File: src/rtl/control_sequencer.sv
// control_sequencer -- microinstruction sequencer for an SAP-1 style CPU.
//
// A ring of timing states T1..T6 (plus an absorbing HALT) drives the
// register-transfer control lines of the datapath. T1-T3 fetch the next
// instruction. T4-T6 execute it, with the controls decoded from the
// instruction-register opcode nibble. All controls are combinational
// functions of the current state and opcode. They are held at 0 while
// reset is asserted.
//
// Optional feature: define SAP_VARIABLE_CYCLE_EN to return to T1 right
// after the last useful step. LDA then ends after T5, and OUT and NOP end
// after T4. ADD and SUB still use all six states. Without the macro,
// every non-HLT instruction takes exactly six states.
//
// Ports:
//   clock            rising-edge system clock
//   reset            asynchronous, active-high reset (forces T1)
//   opcode[3:0]      instruction opcode, only looked at in T4-T6
//   pc_out, pc_inc   program counter bus drive / increment
//   mar_in, ram_out  memory address register load / RAM bus drive
//   ir_in, ir_out    instruction register load / operand bus drive
//   a_in, a_out      accumulator load / bus drive
//   b_in             B register load
//   alu_out, alu_sub ALU bus drive / subtract select
//   out_in           output register load
//   halted           high while in HALT
//   t_state[2:0]     current state: T1..T6 = 0..5, HALT = 7
module control_sequencer #(
    parameter logic [3:0] OP_LDA = 4'h0,
    parameter logic [3:0] OP_ADD = 4'h1,
    parameter logic [3:0] OP_SUB = 4'h2,
    parameter logic [3:0] OP_OUT = 4'hE,
    parameter logic [3:0] OP_HLT = 4'hF
) (
    input  logic       clock,
    input  logic       reset,
    input  logic [3:0] opcode,
    output logic       pc_out,
    output logic       pc_inc,
    output logic       mar_in,
    output logic       ram_out,
    output logic       ir_in,
    output logic       ir_out,
    output logic       a_in,
    output logic       a_out,
    output logic       b_in,
    output logic       alu_out,
    output logic       alu_sub,
    output logic       out_in,
    output logic       halted,
    output logic [2:0] t_state
);

    typedef enum logic [2:0] {
        T1   = 3'd0,
        T2   = 3'd1,
        T3   = 3'd2,
        T4   = 3'd3,
        T5   = 3'd4,
        T6   = 3'd5,
        HALT = 3'd7
    } state_t;

    state_t state_reg;
    state_t state_next;

    logic is_lda;
    logic is_add;
    logic is_sub;
    logic is_out;
    logic is_hlt;

    assign is_lda = (opcode == OP_LDA);
    assign is_add = (opcode == OP_ADD);
    assign is_sub = (opcode == OP_SUB);
    assign is_out = (opcode == OP_OUT);
    assign is_hlt = (opcode == OP_HLT);

    always_ff @(posedge clock or posedge reset) begin
        if (reset) begin
            state_reg <= T1;
        end else begin
            state_reg <= state_next;
        end
    end

    always_comb begin
        state_next = state_reg;
        pc_out     = 1'b0;
        pc_inc     = 1'b0;
        mar_in     = 1'b0;
        ram_out    = 1'b0;
        ir_in      = 1'b0;
        ir_out     = 1'b0;
        a_in       = 1'b0;
        a_out      = 1'b0;
        b_in       = 1'b0;
        alu_out    = 1'b0;
        alu_sub    = 1'b0;
        out_in     = 1'b0;

        case (state_reg)
            T1: begin
                pc_out     = 1'b1;
                mar_in     = 1'b1;
                state_next = T2;
            end
            T2: begin
                pc_inc     = 1'b1;
                state_next = T3;
            end
            T3: begin
                ram_out    = 1'b1;
                ir_in      = 1'b1;
                state_next = T4;
            end
            T4: begin
                if (is_lda || is_add || is_sub) begin
                    ir_out = 1'b1;
                    mar_in = 1'b1;
                end else if (is_out) begin
                    a_out  = 1'b1;
                    out_in = 1'b1;
                end
                if (is_hlt) begin
                    state_next = HALT;
                end else begin
`ifdef SAP_VARIABLE_CYCLE_EN
                    // Only LDA/ADD/SUB have work left after T4.
                    state_next = (is_lda || is_add || is_sub) ? T5 : T1;
`else
                    state_next = T5;
`endif
                end
            end
            T5: begin
                if (is_lda) begin
                    ram_out = 1'b1;
                    a_in    = 1'b1;
                end else if (is_add || is_sub) begin
                    ram_out = 1'b1;
                    b_in    = 1'b1;
                end
`ifdef SAP_VARIABLE_CYCLE_EN
                state_next = is_lda ? T1 : T6;
`else
                state_next = T6;
`endif
            end
            T6: begin
                if (is_add || is_sub) begin
                    alu_out = 1'b1;
                    a_in    = 1'b1;
                    alu_sub = is_sub;
                end
                state_next = T1;
            end
            HALT: begin
                state_next = HALT;
            end
            default: begin
                // The unused encoding 6 recovers to the start of a fetch.
                state_next = T1;
            end
        endcase

        // While reset is asserted, all controls are held at 0, whatever
        // the (already forced) state decodes to.
        if (reset) begin
            pc_out  = 1'b0;
            pc_inc  = 1'b0;
            mar_in  = 1'b0;
            ram_out = 1'b0;
            ir_in   = 1'b0;
            ir_out  = 1'b0;
            a_in    = 1'b0;
            a_out   = 1'b0;
            b_in    = 1'b0;
            alu_out = 1'b0;
            alu_sub = 1'b0;
            out_in  = 1'b0;
        end
    end

    assign halted  = (state_reg == HALT);
    assign t_state = state_reg;

endmodule
File: config.mk
export PLATFORM = sky130hd
export DESIGN_NAME = control_sequencer
export DESIGN_NICKNAME = d
export VERILOG_FILES = /design/src/rtl/control_sequencer.sv
export SDC_FILE = /design/constraint.sdc
export NUM_CORES = 1
export LEC_CHECK = 0
export CAP_MARGIN = 25
export CORE_MARGIN = 2
export CORE_UTILIZATION = 24
export DETAILED_ROUTE_END_ITERATION = 12
export DONT_BUFFER_PORTS = 1
export GPL_ROUTABILITY_DRIVEN = 0
export RECOVER_POWER = 25
export SYNTH_ARGS = -nofsm -noshare
export SYNTH_HDL_FRONTEND = slang
export SYNTH_SLANG_ARGS = --single-unit
File: constraint.sdc
create_clock -name clock -period 3.23 [get_ports clock]
set_input_delay 0.4845 -clock clock [delete_from_list [all_inputs] [get_ports clock]]
set_output_delay 0.4845 -clock clock [all_outputs]
set_load 0.005 [all_outputs]
==> results.toml, run 1 <==
[run_status]
status = "finished clean"

[setup_path]
crit_fanout = 14
timing.rr.end = "t_state[1]"
r2r_start = "t_state[1]"
critPathKind = "reg2out"
start_kind = "flip-flop"
crit_arrival_ns = 1.55
endpoint_kind = "output port"
r2r_cells = 3
cp.required_ns = 2.75
regToRegSetupSlack_ns = 2.12

[global_routing]
grt_max_degree = 15
antenna_found_initial = 0
grt_pass1_wl_um = 1400
grt_use_total_pct = 10.51
grt_pass1_vias = 308
grt-ovfl-total = 0

[logic_synthesis]
yosysWarnings = 0
synth_cell_type_count = 27
async_flop_share_pct = 100.0
syn_inst = 44
synth_ff_type = "dfrtp_1"
synth-edff-count = 0
syn-num-nets = 50
synth_top_area_share_pct = 20.07
yosys.area.top_type = "dfrtp_1"
ys_ff_latch = 3
synth_area_um2 = 374.1
synth_area_leaders = "dfrtp_1 (20%), nor2_1 (7.0%), nor4b_4 (6.4%)"
ys_seq_area_share_pct = 20.07
syn_avg_cell_area_um2 = 8.502

[timing]
tns_ns = 0
hold_ws_ns = 0.01328
hold_viol = 0
setup_violations = 0
maxSlewViolCount = 0
worstMarginPinSlew_ns = 0.5315
rsz0062_at_grt = "no"
fmax_ghz = 0.4904
finalCritPeriodShare_pct = 63.13
min_period_ns = 2.039
finClkSkew_ns = 0.003669
slew_headroom_pct = 64.24

[detailed_routing]
drt_first_iter_violations = 4
num_vias = 327
dr.pass1.iters = 3
viasPerCell = 5.542
routed_wl_um = 890
route.detailed.drc = 0
wire_per_inst_um = 15.08
ant_nets = 0

[pwr]
p_comb_share_pct = 36.7
internal-power_w = 0.0001622
p_seq_share_pct = 40.9
p_leak_nw = 0.1265
p_per_area_nw_per_um2 = 795.0
pwr-share-clk_pct = 22.4
p_switching_w = 0.0001402
switching_share_pct = 46.35
ir_drop_uv = 181.3

[run]
cap_violations = 0

[layout]
fin_nets = 50
layout_common_cells = "nor2_1 (7), o21ai_0 (3), nor4_1 (3), clkbuf_4 (3), dfrtp_1 (3)"
area_growth_pct = 1.672
ff_latch_area_um2 = 75.07
largest_reg_flops = 3
final_common_cell = "nor2_1"
antenna_cells = 0
fin_cells = 59
multi_input_area_um2 = 255.2
fill_cells = 169
drive_gt1_share_pct = 20.93

[die]
die_y_um = 43.48
io-pin-count = 22
fp.dieW_um = 43.48
start_util_pct = 25.13
dieArea_um2 = 1891
placement_rows = 14
core_area_um2 = 1489

[clock_network]
cts_tree = "yes"
clock_path_buffers = 2
cts_sinks = 3
root_buffer = "clkbuf_4"
cts-buffers-inserted = 3
path_clk_slew_ns = 0.04
holdBufCountCts = 0
htree_levels = 1
clock_latency_ns = 0.24
cts-resized-gates = 0
cts_setup_buffers = 0

[placement]
io_buffers = 0
placedCellCount = 55
hpwl_um = 695.3

[min_path]
hold_class = "in2async"
[per-layer routing]
layer / GRT usage [%] / share of wire, % / vias to the layer above
met2: 14.63 / 45 / 19
li1: - / - / 160
met4: 9.091 / 2.4 / 0
met3: 7.917 / 17 / 2
met5: 0 / 0 / -
met1: 10.13 / 35 / 146
[cells in the mapped netlist, drive strengths merged, types with 2 or more instances]
master and count:
buf 5, dfrtp 3, nand2 2, nor2 7
nor4 3, nor4b 4, o21a 2, o21ai 3
[stage by stage]
stage	worst slack (ns)	power, W	util, %	cell area [um^2]
6_report	1.191	0.0003024	25.55	380.4
5_1_grt	1.040	0.0003309	25.55	380.4
4_1_cts	1.172	0.0003093	25.55	380.4
3_5_place_dp	1.438	0.0002380	23.78	354.1
3_3_place_gp	1.449	0.0002374	23.78	354.1
2_1_floorplan	1.526	0.0002320	-	374.1
[area by class of cell]
cell class                 instances  area share [%]
inverter                           1          0.9868
tap                               16           5.263
multi-input combinational         35           67.11
clock buffer                       4           6.908
sequential                         3           19.74
[cell families (layout without fill, tap and decap cells)]
| logic type | after synthesis | in the layout | share of synthesized area (%) |
|---|---|---|---|
| AOI/OAI and AO/OA | 9 | 9 | 16.72 |
| xor gates and xnor gates | 1 | 1 | 2.342 |
| buffers and inverters | 6 | 5 | 11.71 |
| DFF | 3 | 3 | 20.07 |
| muxes | 1 | 1 | 3.010 |
| and+or+nand+nor | 24 | 24 | 46.16 |
[how the worst max path moves through the flow]
stage / endpoint / cells after the start / slack, ns / start
final: a_in / 3 / 1.19 / t_state[2]
after detailed placement: a_in / 3 / 1.44 / t_state[1]
after CTS: a_in / 3 / 1.17 / t_state[2]
after global routing: a_out / 2 / 1.04 / t_state[0]
after floorplan: out_in / 4 / 1.53 / t_state[0]
after global placement: a_in / 3 / 1.45 / t_state[1]
[worst max-delay path, stage by stage (launching register included)]
cell,delay [ns]
dfrtp_1,0.60
nand2b_1,0.16
or4_1,0.42
nor2_1,0.13
[power groups by stage]
stage                     registers (W)  clock network [W]  logic [W]
after CTS                      0.000125          0.0000712   0.000114
after detailed placement       0.000125                  0   0.000113
after floorplan               0.0000769                  0   0.000155
final                          0.000124          0.0000676   0.000111
after global routing           0.000132          0.0000745   0.000124
after global placement         0.000124                  0   0.000113
Power figures use the tool's default switching activity.
==> run 2: changes to the inputs <==
--- a/config.mk
+++ b/config.mk
@@ -5,6 +5,7 @@
 export SDC_FILE = /design/constraint.sdc
 export NUM_CORES = 1
 export LEC_CHECK = 0
+export ABC_AREA = 1
 export CAP_MARGIN = 25
 export CORE_MARGIN = 2
 export CORE_UTILIZATION = 24
==> constraint.sdc (replaced) <==
create_clock -name clock -period 1.8 [get_ports clock]
set_input_delay 0.27 -clock clock [delete_from_list [all_inputs] [get_ports clock]]
set_output_delay 0.27 -clock clock [all_outputs]
set_load 0.005 [all_outputs]
==> results.toml, run 2 <==
[global_routing]
grt-ovfl-total = 0
grt_pass1_wl_um = 1345
grt_max_degree = 9
grt_pass1_vias = 337
antenna_found_initial = 0
grt_use_total_pct = 10.35

[detailed_routing]
num_vias = 338
dr.pass1.iters = 4
viasPerCell = 4.507
ant_nets = 0
drt_first_iter_violations = 2
wire_per_inst_um = 10.40
route.detailed.drc = 0
routed_wl_um = 780

[pwr]
ir_drop_uv = 367.4
p_per_area_nw_per_um2 = 1256
p_total_w = 0.0004731
p_leak_nw = 0.1975

[setup_path]
crit_fanout = 8
crit_slowest_cell = "dlygate4sd3_1"
cp.required_ns = 1.53
regToRegSetupSlack_ns = 0.80
start_kind = "input pin"
endpoint_kind = "output port"
endpoint = "alu_sub"
r2r_start = "t_state[2]"
crit_cells = 4
critPathMaxStageDelay_ns = 0.55
critPathKind = "in2out"
timing.rr.end = "t_state[1]"
critPathBufInv = 2
cpLargestDelayFamily = "buffers and inverters"
cp-startpoint = "reset"
path_cells = "dlygate4sd3_1 -> inv_1 -> nand3_1 -> nor3_1"
r2r_cells = 5
crit_arrival_ns = 1.26

[timing]
fmax_ghz = 0.6536
finalCritPeriodShare_pct = 84.99
min_period_ns = 1.530
setup_violations = 0
hold_viol = 0
worstMarginPinSlew_ns = 0.3502
tns_ns = 0
maxSlewViolCount = 0
rsz0062_at_grt = "no"
finClkSkew_ns = 0.002069
slew_headroom_pct = 76.46

[layout]
area_growth_pct = 10.66
antenna_cells = 0
largest_reg_flops = 3
final_common_cell = "inv_1"
drive_gt1_share_pct = 18.33
layout_common_cells = "inv_1 (12), nand2_1 (11), nor2_1 (11)"
fin_nets = 67
final_core_util_pct = 28.59

[logic_synthesis]
yosysMostFrequentCell = "inv_1"
yosysWarnings = 0
syn_avg_cell_area_um2 = 5.971
synth_area_um2 = 340.3
ys_seq_area_share_pct = 22.06
synth_top_area_share_pct = 22.06
syn-num-nets = 63
ys_ff_latch = 3
yosys.area.top_type = "dfrtp_1"
synth_cell_type_count = 16
synth_ff_type = "dfrtp_1"
syn_inst = 57
async_flop_share_pct = 100.0
synth_area_leaders = "dfrtp_1 (22%), inv_1 (13%), nand2_1 (12%)"
synth_common_cells = "inv_1 (12), nand2_1 (11), nor2_1 (11), nand3_1 (7), dfrtp_1 (3)"
synth-edff-count = 0

[die]
start_util_pct = 25.83
die_y_um = 41.66
core_area_um2 = 1318
dieArea_um2 = 1735
fp.dieW_um = 41.66
placement_rows = 13
io-pin-count = 22

[clock_network]
cts_sinks = 3
cts-resized-gates = 0
path_clk_slew_ns = 0.04
root_buffer = "clkbuf_4"
cts_tree = "yes"
cts-buffers-inserted = 3
clock_path_buffers = 2
htree_levels = 1
clock_latency_ns = 0.23

[run]
cap_violations = 0

[run_status]
status = "finished clean"

[min_path]
hold_class = "in2reg"

[placement]
io_buffers = 0
hpwl_um = 674.9
[run 2: cell count changes in the layout (fill, tap and decap cells not counted), moves of 3 or more]
| cell | delta |
|---|---|
| inv_1 | +11 |
| nand2_1 | +9 |
| nand3_1 | +7 |
| nor2_1 | +4 |
| nor4_1 | -3 |
[run 2: cells by family after synthesis]
group,Yosys count,share of synthesized area [%]
flops,3,22.06
buf+inv,15,19.85
simple gates,35,49.63
compound gates,4,8.457
[run 2: how the worst min path moves through the flow]
| stage | cells after the start | end | start | slack (ns) |
|---|---|---|---|---|
| 2_1_floorplan | 2 | t_state[0] | reset | 0.16 |
| 3_3_place_gp | 1 | t_state[2] | reset | 0.05 |
| 3_5_place_dp | 1 | t_state[2] | reset | 0.05 |
| 4_1_cts | 2 | t_state[1] | opcode[0] | 0.26 |
| 5_1_grt | 2 | t_state[0] | opcode[1] | 0.28 |
| 6_report | 2 | t_state[0] | opcode[0] | 0.26 |
[run 2: layout make-up]
type | instances | area, um^2
Sequential cell | 3 | 75.07
Multi-Input combinational cell | 39 | 197.7
Inverter | 13 | 48.80
Tap cell | 15 | 18.77
Fill cell | 150 | 940.9
Timing Repair Buffer | 1 | 10.01
Clock buffer | 4 | 26.28
[run 2: power by group]
part           leakage [nW]  switching, W  internal (W)
Clock                0.0150     0.0000314     0.0000828
Sequential           0.0371     0.0000426      0.000101
Combinational         0.145      0.000148     0.0000675
Total                 0.197      0.000222      0.000251
[run 2: repair_timing]
action,in CTS,in global routing
hold buffers,1,0
endpoints found under the hold margin,3,0
buffers inserted,0,0
[run 2: routing by layer]
| layer | routed length [um] | global-route usage [%] | vias up |
|---|---|---|---|
| met5 | 0 | 0 | - |
| met4 | 14 | 9.032 | 0 |
| met3 | 43 | 3.913 | 2 |
| met2 | 403 | 16.25 | 11 |
| met1 | 318 | 10.64 | 147 |
| li1 | - | - | 178 |
[run 2: per-stage QoR]
step | area, um^2 | hold slack, ns | instances | setup slack, ns
2_1_floorplan | 340.3 | 0.1573 | 57 | 0.5173
3_3_place_gp | 340.3 | 0.04652 | 70 | 0.5430
3_5_place_dp | 340.3 | 0.05002 | 70 | 0.5542
4_1_cts | 376.6 | 0.2592 | 75 | 0.2454
5_1_grt | 376.6 | 0.2822 | 75 | 0.1841
6_report | 376.6 | 0.2635 | 75 | 0.2701
==> run 3: changes to the inputs <==
==> constraint.sdc (replaced) <==
create_clock -name clock -period 1.4 [get_ports clock]
set_input_delay 0.21 -clock clock [delete_from_list [all_inputs] [get_ports clock]]
set_output_delay 0.21 -clock clock [all_outputs]
set_load 0.005 [all_outputs]
==> results.toml, run 3 (synthesis gave the netlist of run 2 again) <==
[detailed_routing]
viasPerCell = 4.613
dr.pass1.iters = 3
routed_wl_um = 773
num_vias = 346
wire_per_inst_um = 10.31
route.detailed.drc = 0
ant_nets = 0
drt_first_iter_violations = 7

[timing]
finClkSkew_ns = 0.002395
tns_ns = 0
setup_violations = 0
finalCritPeriodShare_pct = 98.59
min_period_ns = 1.380
worstMarginPinSlew_ns = 0.2805
fmax_ghz = 0.7245
maxSlewViolCount = 0
slew_headroom_pct = 81.23
rsz0062_at_grt = "yes"
hold_viol = 0

[global_routing]
grt_use_total_pct = 10.08
grt_pass1_wl_um = 1338
grt_pass1_vias = 332
antenna_found_initial = 0
grt_max_degree = 9
grt-ovfl-total = 0

[run]
cap_violations = 0

[clock_network]
clock_path_buffers = 2
cts_sinks = 3
clock_latency_ns = 0.23
cts_setup_buffers = 0
root_buffer = "clkbuf_4"
cts-buffers-inserted = 3
cts_tree = "yes"
htree_levels = 1
path_clk_slew_ns = 0.03

[die]
core_area_um2 = 1318
io-pin-count = 22
dieArea_um2 = 1735
placement_rows = 13
die_y_um = 41.66
fp.dieW_um = 41.66
start_util_pct = 25.83

[pwr]
p_per_area_nw_per_um2 = 1579
p_total_w = 0.0006382
ir_drop_uv = 602.2
p_leak_nw = 0.1978

[layout]
drive_gt1_share_pct = 28.33
largest_reg_flops = 3
ff_latch_area_um2 = 77.57
layout_common_cells = "nand2_1 (11), inv_1 (11), nor2_1 (9)"
area_growth_pct = 18.75
fill_cells = 152
antenna_cells = 0
fin_nets = 67
multi_input_area_um2 = 222.7

[min_path]
whs_endpoint = "t_state[0]"
hp-start = "opcode[1]"
hold_path_depth = 2
hold_class = "in2reg"

[placement]
io_buffers = 0
hpwl_um = 670.4

[setup_path]
endpoint_kind = "output port"
timing.rr.end = "t_state[1]"
r2r_cells = 6
critPathKind = "reg2out"
start_kind = "flip-flop"
crit_fanout = 5
r2r_start = "t_state[1]"
cp-startpoint = "t_state[0]"
regToRegSetupSlack_ns = 0.40
cp.required_ns = 1.19
crit_arrival_ns = 1.17

[run_status]
status = "finished clean"
[run 3: repair_timing]
item                                   CTS  global route
setup endpoints to repair                3             8
hold buffers                             1             0
resized for setup                        2             6
endpoints found under the hold margin    3             0
[run 3: per-stage QoR]
stage	std cells	util (%)	hold WS (ns)	instance area [um^2]	worst slack, ns
after CTS	75	29.25	0.2033	385.4	0.006626
final	75	30.67	0.2024	404.1	0.01978
after global placement	70	25.83	-0.01257	340.3	0.2036
after global routing	75	30.67	0.2289	404.1	-0.06762
after detailed placement	70	25.83	-0.009666	340.3	0.2186
after floorplan	57	-	0.09729	340.3	0.1773
[run 3: metal layers]
layer | up-vias | GRT usage (%) | wire length (um) | part of all wire [%]
met5 | - | 0 | 0 | 0
met2 | 9 | 18.13 | 426 | 55
met1 | 159 | 9.043 | 284 | 37
li1 | 178 | - | - | -
met3 | 0 | 4.783 | 62 | 8.0
met4 | 0 | 5.806 | 0 | 0
[run 3: worst max-delay path by stage]
stage                     endpoint  slack [ns]  depth (start not counted)
after floorplan             out_in        0.18                          4
after global placement       a_out        0.20                          4
after detailed placement     a_out        0.22                          3
after CTS                     a_in       0.007                          5
after global routing          a_in       -0.07                          5
final                      ram_out        0.02                          5
[run 3: where the power goes]
group	internal, W	switching [W]	leakage, nW
Combinational	0.0000923	0.000201	0.148
Sequential	0.000135	0.0000649	0.0347
Clock	0.000106	0.0000388	0.0150
Total	0.000334	0.000304	0.198
[run 3: area by class of cell]
type                            instances  share of cell area [%]
Timing Repair Buffer                    1                   2.477
Tap cell                               15                   4.644
Inverter                               13                   12.07
Clock buffer                            4                   6.502
Sequential cell                         3                   19.20
Multi-Input combinational cell         39                   55.11
[run 3: worst max-delay path: stages (launching register included)]
cell     delay (ns)
dfrtp_2        0.43
inv_1          0.09
nand2_2        0.10
nor2_4         0.11
nand2_2        0.08
a21oi_2        0.14
